[src/rtl/anim_datapath_pkg.sv]
// Shared constants, pixel record and sub-FSM encoding for the falling-sprite datapath.
package anim_pkg;

  localparam int unsigned SCREEN_W = 160;
  localparam int unsigned SCREEN_H = 120;
  localparam int unsigned BOX      = 4;
  localparam int unsigned STEP     = 1;
  localparam int unsigned BOX_LOG2 = $clog2(BOX);
  localparam int unsigned CNT_W    = 2 * BOX_LOG2;

  localparam logic [2:0] BG_COLOUR = 3'b000;
  localparam logic [2:0] SP_COLOUR = 3'b110;
  localparam logic [7:0] LFSR_SEED = 8'hA5;

  localparam logic [7:0] X_MAX   = 8'(SCREEN_W - 1);
  localparam logic [6:0] Y_MAX   = 7'(SCREEN_H - 1);
  localparam logic [7:0] SX_SPAN = 8'(SCREEN_W - BOX + 1);
  localparam logic [6:0] SY_LAST = 7'(SCREEN_H - BOX);

  typedef logic [3:0] state_t;

  localparam state_t S_IDLE   = 4'd0;
  localparam state_t S_BG     = 4'd1;
  localparam state_t S_BG_FIN = 4'd2;
  localparam state_t S_LOAD   = 4'd3;
  localparam state_t S_DRAW   = 4'd4;
  localparam state_t S_WAIT   = 4'd5;
  localparam state_t S_ERASE  = 4'd6;
  localparam state_t S_MOVE   = 4'd7;
  localparam state_t S_FIN    = 4'd8;

  typedef struct packed {
    logic [7:0] x;
    logic [6:0] y;
    logic [2:0] colour;
  } pixel_t;

  // Single conditional subtract is enough: an 8-bit value is below 2*SX_SPAN.
  function automatic logic [7:0] col_from_lfsr(input logic [7:0] r);
    return (r >= SX_SPAN) ? (r - SX_SPAN) : r;
  endfunction

endpackage

[src/rtl/anim_datapath_if.sv]
// Control/status and VGA-adapter pixel bus between the game FSM and the datapath.
interface anim_datapath_if;

  logic       ld_BG;
  logic       ld_coord;
  logic       ld_plot;
  logic [7:0] x;
  logic [6:0] y;
  logic [2:0] colour;
  logic       plot;
  logic       draw;
  logic       done;

  modport master (
    output ld_BG, ld_coord, ld_plot,
    input  x, y, colour, plot, draw, done
  );

  modport slave (
    input  ld_BG, ld_coord, ld_plot,
    output x, y, colour, plot, draw, done
  );

endinterface

[src/rtl/anim_datapath_lfsr8.sv]
// Free-running 8-bit Fibonacci LFSR, taps 8,6,5,4, used to pick the sprite column.
module lfsr8
  import anim_pkg::*;
(
  input  logic       clk,
  input  logic       reset,
  output logic [7:0] q
);

  logic [7:0] q_q;
  logic [7:0] q_d;

  always_comb begin
    q_d = {q_q[6:0], q_q[7] ^ q_q[5] ^ q_q[4] ^ q_q[3]};
  end

  always_ff @(posedge clk or posedge reset) begin
    if (reset) q_q <= LFSR_SEED;
    else       q_q <= q_d;
  end

  assign q = q_q;

endmodule

[src/rtl/anim_datapath.sv]
// Background sweep and falling-sprite animation datapath driving the VGA adapter.
module anim_datapath
  import anim_pkg::*;
#(
  parameter int unsigned FRAME_TICKS = 833333
)
(
  input  logic              clk,
  input  logic              reset,
  anim_datapath_if.slave    bus
);

  localparam int unsigned WCNT_W = (FRAME_TICKS > 1) ? $clog2(FRAME_TICKS) : 1;
  localparam logic [WCNT_W-1:0] WCNT_LAST = WCNT_W'(FRAME_TICKS - 1);

  logic [7:0]        lfsr;

  state_t            state_q, state_d;
  logic [7:0]        bx_q, bx_d;
  logic [6:0]        by_q, by_d;
  logic [7:0]        sx_q, sx_d;
  logic [6:0]        sy_q, sy_d;
  logic [CNT_W-1:0]  cnt_q, cnt_d;
  logic [WCNT_W-1:0] wcnt_q, wcnt_d;

  pixel_t            pix_q, pix_d;
  logic              plot_q, plot_d;
  logic              draw_q, draw_d;
  logic              done_q, done_d;

  lfsr8 u_lfsr (
    .clk   (clk),
    .reset (reset),
    .q     (lfsr)
  );

  // Input priority is encoded by the if/else order: ld_BG, then ld_coord, then ld_plot.
  always_comb begin
    state_d = state_q;
    bx_d    = bx_q;
    by_d    = by_q;
    sx_d    = sx_q;
    sy_d    = sy_q;
    cnt_d   = cnt_q;
    wcnt_d  = wcnt_q;

    if (bus.ld_BG) begin
      case (state_q)
        S_BG: begin
          if (bx_q == X_MAX && by_q == Y_MAX) begin
            state_d = S_BG_FIN;
          end else if (bx_q == X_MAX) begin
            bx_d = '0;
            by_d = by_q + 7'd1;
          end else begin
            bx_d = bx_q + 8'd1;
          end
        end
        S_BG_FIN: ;
        default: begin
          state_d = S_BG;
          bx_d    = '0;
          by_d    = '0;
        end
      endcase
    end else if (state_q == S_BG || state_q == S_BG_FIN) begin
      state_d = S_IDLE;
      bx_d    = '0;
      by_d    = '0;
    end else if (bus.ld_coord) begin
      state_d = S_LOAD;
      sx_d    = col_from_lfsr(lfsr);
      sy_d    = '0;
    end else if (!bus.ld_plot) begin
      state_d = S_IDLE;
    end else begin
      case (state_q)
        S_DRAW: begin
          if (cnt_q == '1) begin
            state_d = S_WAIT;
            wcnt_d  = '0;
          end else begin
            cnt_d = cnt_q + CNT_W'(1);
          end
        end
        S_WAIT: begin
          if (wcnt_q == WCNT_LAST) begin
            state_d = S_ERASE;
            cnt_d   = '0;
          end else begin
            wcnt_d = wcnt_q + WCNT_W'(1);
          end
        end
        S_ERASE: begin
          if (cnt_q == '1) state_d = S_MOVE;
          else             cnt_d   = cnt_q + CNT_W'(1);
        end
        S_MOVE: begin
          if ((sy_q + 7'(STEP)) > SY_LAST) begin
            state_d = S_FIN;
          end else begin
            state_d = S_DRAW;
            sy_d    = sy_q + 7'(STEP);
            cnt_d   = '0;
          end
        end
        S_FIN: state_d = S_IDLE;
        default: begin
          state_d = S_DRAW;
          cnt_d   = '0;
        end
      endcase
    end
  end

  // Outputs are registered from the next-state values so they line up with state_q.
  always_comb begin
    pix_d  = pix_q;
    plot_d = 1'b0;
    case (state_d)
      S_BG: begin
        pix_d.x      = bx_d;
        pix_d.y      = by_d;
        pix_d.colour = BG_COLOUR;
        plot_d       = 1'b1;
      end
      S_DRAW, S_ERASE: begin
        pix_d.x      = sx_d + 8'(cnt_d[BOX_LOG2-1:0]);
        pix_d.y      = sy_d + 7'(cnt_d[CNT_W-1:BOX_LOG2]);
        pix_d.colour = (state_d == S_DRAW) ? SP_COLOUR : BG_COLOUR;
        plot_d       = 1'b1;
      end
      default: ;
    endcase
    draw_d = (state_d == S_BG_FIN);
    done_d = (state_d == S_FIN);
  end

  always_ff @(posedge clk or posedge reset) begin
    if (reset) begin
      state_q <= S_IDLE;
      bx_q    <= '0;
      by_q    <= '0;
      sx_q    <= '0;
      sy_q    <= '0;
      cnt_q   <= '0;
      wcnt_q  <= '0;
      pix_q   <= '0;
      plot_q  <= 1'b0;
      draw_q  <= 1'b0;
      done_q  <= 1'b0;
    end else begin
      state_q <= state_d;
      bx_q    <= bx_d;
      by_q    <= by_d;
      sx_q    <= sx_d;
      sy_q    <= sy_d;
      cnt_q   <= cnt_d;
      wcnt_q  <= wcnt_d;
      pix_q   <= pix_d;
      plot_q  <= plot_d;
      draw_q  <= draw_d;
      done_q  <= done_d;
    end
  end

  assign bus.x      = pix_q.x;
  assign bus.y      = pix_q.y;
  assign bus.colour = pix_q.colour;
  assign bus.plot   = plot_q;
  assign bus.draw   = draw_q;
  assign bus.done   = done_q;

endmodule

[src/flat_wrapper.sv]
// flat-port wrapper written by rule: the top's interface ports become plain ports
module anim_datapath_flat import anim_pkg::*;
#(
  parameter int unsigned FRAME_TICKS = 833333
)
  (clk, reset, bus_ld_BG, bus_ld_coord, bus_ld_plot, bus_x, bus_y, bus_colour, bus_plot, bus_draw, bus_done);
  anim_datapath_if bus_i ();
  input  logic clk;
  input  logic reset;
  input wire logic [$bits(bus_i.ld_BG)-1:0] bus_ld_BG;
  input wire logic [$bits(bus_i.ld_coord)-1:0] bus_ld_coord;
  input wire logic [$bits(bus_i.ld_plot)-1:0] bus_ld_plot;
  output wire logic [$bits(bus_i.x)-1:0] bus_x;
  output wire logic [$bits(bus_i.y)-1:0] bus_y;
  output wire logic [$bits(bus_i.colour)-1:0] bus_colour;
  output wire logic [$bits(bus_i.plot)-1:0] bus_plot;
  output wire logic [$bits(bus_i.draw)-1:0] bus_draw;
  output wire logic [$bits(bus_i.done)-1:0] bus_done;
  assign bus_i.ld_BG = bus_ld_BG;
  assign bus_i.ld_coord = bus_ld_coord;
  assign bus_i.ld_plot = bus_ld_plot;
  assign bus_x = bus_i.x;
  assign bus_y = bus_i.y;
  assign bus_colour = bus_i.colour;
  assign bus_plot = bus_i.plot;
  assign bus_draw = bus_i.draw;
  assign bus_done = bus_i.done;
  anim_datapath #(.FRAME_TICKS(FRAME_TICKS)) u_core (.clk(clk), .reset(reset), .bus(bus_i));
endmodule
[config.mk]
export PLATFORM = sky130hd
export DESIGN_NAME = anim_datapath_flat
export DESIGN_NICKNAME = d
export VERILOG_FILES = /design/src/rtl/anim_datapath_pkg.sv /design/src/rtl/anim_datapath_if.sv /design/src/rtl/anim_datapath_lfsr8.sv /design/src/rtl/anim_datapath.sv /design/src/flat_wrapper.sv
export SDC_FILE = /design/constraint.sdc
export NUM_CORES = 1
export LEC_CHECK = 0
export CORE_UTILIZATION = 61
export DETAILED_ROUTE_END_ITERATION = 12
export PLACE_DENSITY = 0.89
export SYNTH_ARGS = -nofsm -noshare
export SYNTH_HDL_FRONTEND = slang
export SYNTH_SLANG_ARGS = --single-unit
[constraint.sdc]
create_clock -name clk -period 4.6 [get_ports clk]
set_input_delay 1.38 -clock clk [delete_from_list [all_inputs] [get_ports clk]]
set_output_delay 1.38 -clock clk [all_outputs]
set_load 0.01 [all_outputs]
==> metrics.txt, run 1 <==
DR WL/cell=~19 um; most instantiated library cell after synthesis=dfrtp_1; Die ar.=approximately 0.0086 mm^2; cell count after synthesis=~550; top post-synthesis cells by area=dfrtp_1, o21ai_0, nor2_1; P_leak=~2.3 nW; initial antenna violation count=0; CTS hold repair buffers=0; status=finished clean; register bit total from synthesis=85; syn avg cell area=about 9.2 um^2; Synth Area in Adders=0.0404; Routed Antenna Nets=0; clk_lat worst skew=around 0.37 ns; combinational share of power=0.143; CP max FO=6; Tot GR Track Use=0.324; critical path's slowest cell=clkdlybuf4s50_1; Num CTS Buffers=9; Yosys top cell by area=dfrtp_1; Hold Crit Class=register to register; Synth Area in Compound Gates=0.188; CP Class=input port to register; Final Critical Period=around 4.0 ns; Residual DRC=0; Max Cap Viol=0; Die Wd=92.6 um; DR pass1 iterations=6; Top Usage Layer GRT=met2; fmax=250 MHz; first-pass GRT wire length=around 22,000 um; Setup Skew=about 0.014 ns; core area=around 0.008 mm^2; Worst setup EP type=register; Net Count, Synth=around 570; sequential fraction of design power=0.497; Required @ worst endpoint=~5 ns; GR Util met3=0.0714; main flop type after synthesis=dfrtp_1; initial DRC count=between 500 and 600; Top Ports=26; Synth top area share=0.404; share of cells above drive strength 1=0.0779; Max VDD drop=around 0.25 mV; initial core utilization=0.639; Core Rows=32; relative slew slack=0.301; postcts setup bufs=0; Final nets=around 590; largest family of logic cells by synthesized area=simple AND/OR/NAND/NOR gates; Net Sw Power=roughly 0.49 mW; number of synthesized flops with an enable pin=0; Slew Limit Fails=0; CTS tree=built; Final GP Congestion=between 0.9 and 1; Post-DP Area=between 0.005 and 0.006 mm^2; mapped cell area=0.00501 mm^2; final instance area=roughly 0.0056 mm^2; post-DP HPWL=9090 um; Total Power=1.63 mW; CP cell instances=clkdlybuf4s50_1 > inv_1 > nand3_1 > nor3_1 > o31a_1 > nand4_2 > a32o_1 > ha_1 > a21o_1 > and3_1 > nand4_1 > or3_1 > o211ai_1; M2 GR Usage=0.533; fin util=0.713; H-Tree Level Count=3; GRT overflow=0; CP arrival=about 4.3 ns; setup TNS=0 ns; vias in the first global route=approximately 4,600; Tightest Pin Transition=approximately 1.0 ns; # diodes=0; Root Buffer=clkbuf_8; Yosys cell types=just over 70; Clock power frac=0.360; Async SR Flop Fraction=1.00; clk sinks=85; RSZ-0062 raised after global routing=no; Critical Path Max Stage Delay=between 0.4 and 0.5 ns; Internal=roughly 1.1 mW; multiplexer share of the synthesized area=0.0122; Final Hold Vio Count=0; largest net degree at the start of global routing=63; crit share post-route=0.869; Switching Fraction=0.302; Worst setup SP type=input port; leading post-synthesis cells by instance count=dfrtp_1, nor2_1, o21ai_0; met1 Use GR=0.420; Simple-Gate Fraction of Synth Area=0.244; DIE HEIGHT=about 90 um; IO Port Bufs=24; post-synthesis sequential area ratio=0.425; # setup viols final=0; PwrDens=just under 300 mW/mm^2; Synth Warn #=0; WHS=0.438 ns; Post-Synth XOR/XNOR Area=0.0402; routed vias=4,597; Reg clk slew, reported paths=roughly 0.10 ns; P&R area growth vs syn=11.6%; final wirelength=around 13,000 um; Clock Tree Buf Depth=2; vias per cell=between 6 and 7; PostCTS Resize Cnt=0
-- cell type report --
class,count,area [um^2]
Multi-Input combinational cell,406,2630
Fill cell,615,2250
Sequential cell,85,2130
Timing Repair Buffer,40,360
Tap cell,102,128
Clock buffer,9,124
Inverter,31,118
Clock inverter,7,97.6
-- path summary, 6_finish.rpt --
check	endpoint	cells after the start	start	slack, ns
max in group asynchronous	u_core.bus.y[6]	3	reset	2.25
worst min-delay path	u_core.u_lfsr.q[1]	0	u_core.u_lfsr.q[0]	0.44
worst max register to register	u_core.bus.y[6]	13	u_core.sy_q[1]	0.72
min in group asynchronous	u_core.wcnt_q[11]	2	reset	1.55
worst max-delay path	u_core.bus.x[7]	13	bus_ld_BG	0.60
worst min register to register	u_core.u_lfsr.q[1]	0	u_core.u_lfsr.q[0]	0.44
-- layer usage --
layer	share of wire	routed length, um	up-vias
met5	0	0	-
met4	0.029	381	0
met3	0.084	1080	43
met2	0.48	6170	237
met1	0.41	5290	2252
li1	-	-	2065
-- cells in the final DEF, fill, tap and decap left out, types with 4 or more instances in the layout --
master           count
and4_1               4
clkdlybuf4s50_1     24
clkbuf_8             9
or3_1               10
o211ai_1            10
a221oi_1             4
and3_1               9
a22o_1               6
ha_1                13
nand3_1             28
and2_1               7
a31oi_1             11
o31a_1               4
xnor2_1             17
or4b_1               4
nand2_1             42
nand2b_1             8
buf_4               16
o21a_1               5
dfrtp_1             81
o21ai_0             45
inv_1               30
nor4_1               9
mux2i_1              5
nor3_1              18
nor2_1              45
nand4_1              7
dfstp_2              4
xor2_1               6
a21oi_1             20
o31ai_1              7
-- state kept, by name (all words and copies together) (netlist names) --
| name | count |
|---|---|
| u_core.bx_q | 8 |
| u_core.by_q | 7 |
| u_core.bus.draw | 1 |
| u_core.bus.done | 1 |
| u_core.u_lfsr.q | 8 |
| u_core.bus.y | 7 |
| u_core.wcnt_q | 20 |
| u_core.bus.x | 8 |
| u_core.state_q | 4 |
| u_core.sx_q | 8 |
| u_core.bus.plot | 1 |
| u_core.bus.colour | 1 |
| u_core.sy_q | 7 |
| u_core.cnt_q | 4 |
-- worst max-delay path, delay by kind of cell --
family / cells / cell delay (ns)
AO/OA/AOI/OAI: 4 / 0.78
AND/OR/NAND/NOR: 6 / 1.34
adder cells (fa/ha/maj): 1 / 0.29
buffers and inverters: 2 / 0.49
-- cell families (layout without fill, tap and decap cells) --
| family | after synthesis | after routing |
|---|---|---|
| simple gates | 220 | 220 |
| compound gates | 141 | 141 |
| flops | 85 | 85 |
| buf+inv | 56 | 87 |
| xor+xnor | 23 | 23 |
| fa+ha+maj | 15 | 15 |
| mux | 6 | 6 |
| other cells | 1 | 1 |
-- per-stage QoR --
| stage | cells | setup WS, ns |
|---|---|---|
| 2_1_floorplan | 547 | 0.792 |
| 6_report | 680 | 0.602 |
| 3_3_place_gp | 664 | 0.437 |
| 5_1_grt | 680 | 0.290 |
| 3_5_place_dp | 664 | 0.319 |
| 4_1_cts | 680 | 0.638 |
-- power groups by stage --
stage	Sequential [mW]	Combinational (mW)	Clock (mW)
2_1_floorplan	0.820	0.145	0
3_3_place_gp	0.822	0.222	0
3_5_place_dp	0.824	0.230	0
4_1_cts	0.810	0.231	0.597
5_1_grt	0.815	0.255	0.622
6_report	0.812	0.233	0.589
Power figures use the tool's default switching activity.
==> run 2: changes to the inputs <==
--- a/config.mk
+++ b/config.mk
@@ -5,9 +5,9 @@
 export SDC_FILE = /design/constraint.sdc
 export NUM_CORES = 1
 export LEC_CHECK = 0
-export CORE_UTILIZATION = 61
+export CORE_UTILIZATION = 55
 export DETAILED_ROUTE_END_ITERATION = 12
-export PLACE_DENSITY = 0.89
+export PLACE_DENSITY = 0.85
 export SYNTH_ARGS = -nofsm -noshare
 export SYNTH_HDL_FRONTEND = slang
 export SYNTH_SLANG_ARGS = --single-unit
==> constraint.sdc (replaced) <==
create_clock -name clk -period 3.2 [get_ports clk]
set_input_delay 0.96 -clock clk [delete_from_list [all_inputs] [get_ports clk]]
set_output_delay 0.96 -clock clk [all_outputs]
set_load 0.01 [all_outputs]
==> metrics.txt, run 2 (synthesis results as in run 1) <==
Num CTS Buffers=9; Internal=about 1.7 mW; RSZ-0062 raised after global routing=yes; Critical R2R Capture=u_core.bus.y[3]; initial antenna violation count=0; Clock power frac=0.341; most frequent cells in the layout=dfrtp_1, buf_4, nor2_1; core area=between 0.008 and 0.009 mm^2; Final Hold Vio Count=0; HP Start=u_core.u_lfsr.q[0]; GRT overflow=0; routed vias=4,941; status=finished with violations; Hold Crit Class=register to register; H-Tree Level Count=3; Core Rows=34; reg2reg start=u_core.wcnt_q[0]; CTS tree=built; Final nets=about 660; CTS hold repair buffers=0; Total Power=approximately 2.5 mW; initial DRC count=about 430; Residual DRC=0; reg2reg path depth=18; failing checks=setup timing; Root Buffer=clkbuf_8; P&R area growth vs syn=27.0%; crit share post-route=1.04; sink of the worst hold path=u_core.u_lfsr.q[1]; Buf/Inv on CP=2; Tightest Pin Transition=approximately 0.63 ns; Biggest register=u_core.wcnt_q; post-DP HPWL=9590 um; final wirelength=15,000 um; vias per cell=roughly 6.6; largest net degree at the start of global routing=39; Required @ worst endpoint=3.51 ns; clk sinks=between 80 and 90; initial core utilization=0.572; Die ar.=between 0.009 and 0.01 mm^2; combinational share of power=0.190; cell family with most CP delay=simple AND/OR/NAND/NOR gates; first-pass GRT wire length=23,800 um; CP arrival=approximately 3.6 ns; critical path's slowest cell=or3_1; clk_lat worst skew=between 0.3 and 0.4 ns; Critical Path Max Stage Delay=roughly 0.4 ns; Setup Skew=0.0129 ns; crit path launch=bus_ld_BG; Max VDD drop=0.268 mV; IO Port Bufs=24; Tot GR Track Use=0.313; # setup viols final=5; CP max FO=3; Max Cap Viol=0; Worst R2R Setup Slack=-0.11 ns; WHS=approximately 0.43 ns; CP cell instances=dlygate4sd2_1 > clkinvlp_4 > nand3_2 > nor3_4 > o31a_1 > nand4_4 > a32o_2 > ha_4 > a21o_1 > and3_1 > nand4_1 > or3_1 > o211ai_1; relative slew slack=0.581; # fillers=approximately 570; Reg clk slew, reported paths=~0.10 ns; # diodes=0; commonest non-fill, non-tap cell in the layout=dfrtp_1; Final Critical Period=approximately 3.3 ns; Worst setup SP type=input port; Top Ports=26; DIE HEIGHT=97.5 um; Slew Limit Fails=0; Worst setup EP type=register; DR WL/cell=20.0 um; sequential fraction of design power=0.469; fmax=between 300 and 400 MHz; CP Class=input port to register; Largest register FFs=20; Die Wd=97.5 um; Routed Antenna Nets=0; PwrDens=389 mW/mm^2; Switching Fraction=0.308; worst hold stages=0; share of cells above drive strength 1=0.229; DR pass1 iterations=5; P_leak=2.70 nW; vias in the first global route=slightly below 5,000; Net Sw Power=~0.76 mW; Setup WS post-layout=-0.121 ns; Clock Tree Buf Depth=2; fin util=0.726; Final GP Congestion=roughly 0.9
-- run 2: changes by cell type in the layout (fill, tap and decap cells not counted), sizes merged --
cell	before	now
buf	16	80
inv	35	34
clkinvlp	0	2
clkdlybuf4s50	24	21
clkinv	2	1
dlygate4sd2	0	3
-- run 2: per-stage QoR --
step	area, um^2	setup slack [ns]	setup TNS (ns)	cells
6_report	6370	-0.121	-0.530	750
5_1_grt	6370	-0.311	-1.57	750
4_1_cts	6200	-0.0357	-0.0366	745
3_5_place_dp	5850	-0.617	-6.41	724
3_3_place_gp	5850	-0.456	-4.24	724
2_1_floorplan	5050	0.000758	0	547
-- run 2: what timing repair did --
item                                    4_1_cts  5_1_grt
endpoints found under the hold margin         0        0
pin swaps                                     8       18
endpoints found under the setup margin       11       13
setup buffers                                 5        5
gates resized for setup                      21       28
-- run 2: area by class of cell --
class	instances	area, um^2	area share
Timing Repair Buffer	104	873	0.137
Multi-Input combinational cell	406	2890	0.454
Sequential cell	85	2130	0.335
Tap cell	108	135	0.0212
Inverter	31	121	0.0191
Clock inverter	7	88.8	0.0140
Clock buffer	9	124	0.0195
-- run 2: worst register-to-register path: stages, from the launching register on --
cell and delay, ns:
dfrtp_1 0.39, inv_1 0.06, ha_2 0.16, nand4b_1 0.12, or4b_4 0.52, o21a_4 0.23, buf_4 0.13, buf_6 0.12
a31oi_4 0.18, o21a_4 0.18, buf_6 0.11, a31oi_4 0.08, buf_6 0.14, ha_4 0.24, a21oi_4 0.13, a21oi_2 0.05
buf_4 0.15, xnor2_1 0.13, o21ai_1 0.08
-- run 2: worst max-delay path by stage --
stage,endpoint,slack [ns],cells past startpoint
floorplan,u_core.bus.x[2],0.0008,14
global placement,u_core.bus.y[6],-0.46,12
detailed placement,u_core.bus.y[6],-0.62,12
CTS,u_core.bus.x[7],-0.04,14
global route,u_core.bus.x[7],-0.31,14
finish,u_core.bus.x[7],-0.12,13
-- run 2: routing by layer --
layer,up-vias,wire length (um),global-route usage
met5,-,0,0.0165
met4,0,670,0.155
met3,66,1060,0.0806
met1,2397,5750,0.381
met2,280,7500,0.513
li1,2198,-,-
-- run 2: power by group through the flow --
stage | clock [mW] | combinational, mW | sequential, mW
after floorplan | 0 | 0.214 | 1.18
after global placement | 0 | 0.402 | 1.17
after detailed placement | 0 | 0.416 | 1.18
after CTS | 0.840 | 0.436 | 1.16
after global routing | 0.888 | 0.506 | 1.17
final | 0.845 | 0.471 | 1.16
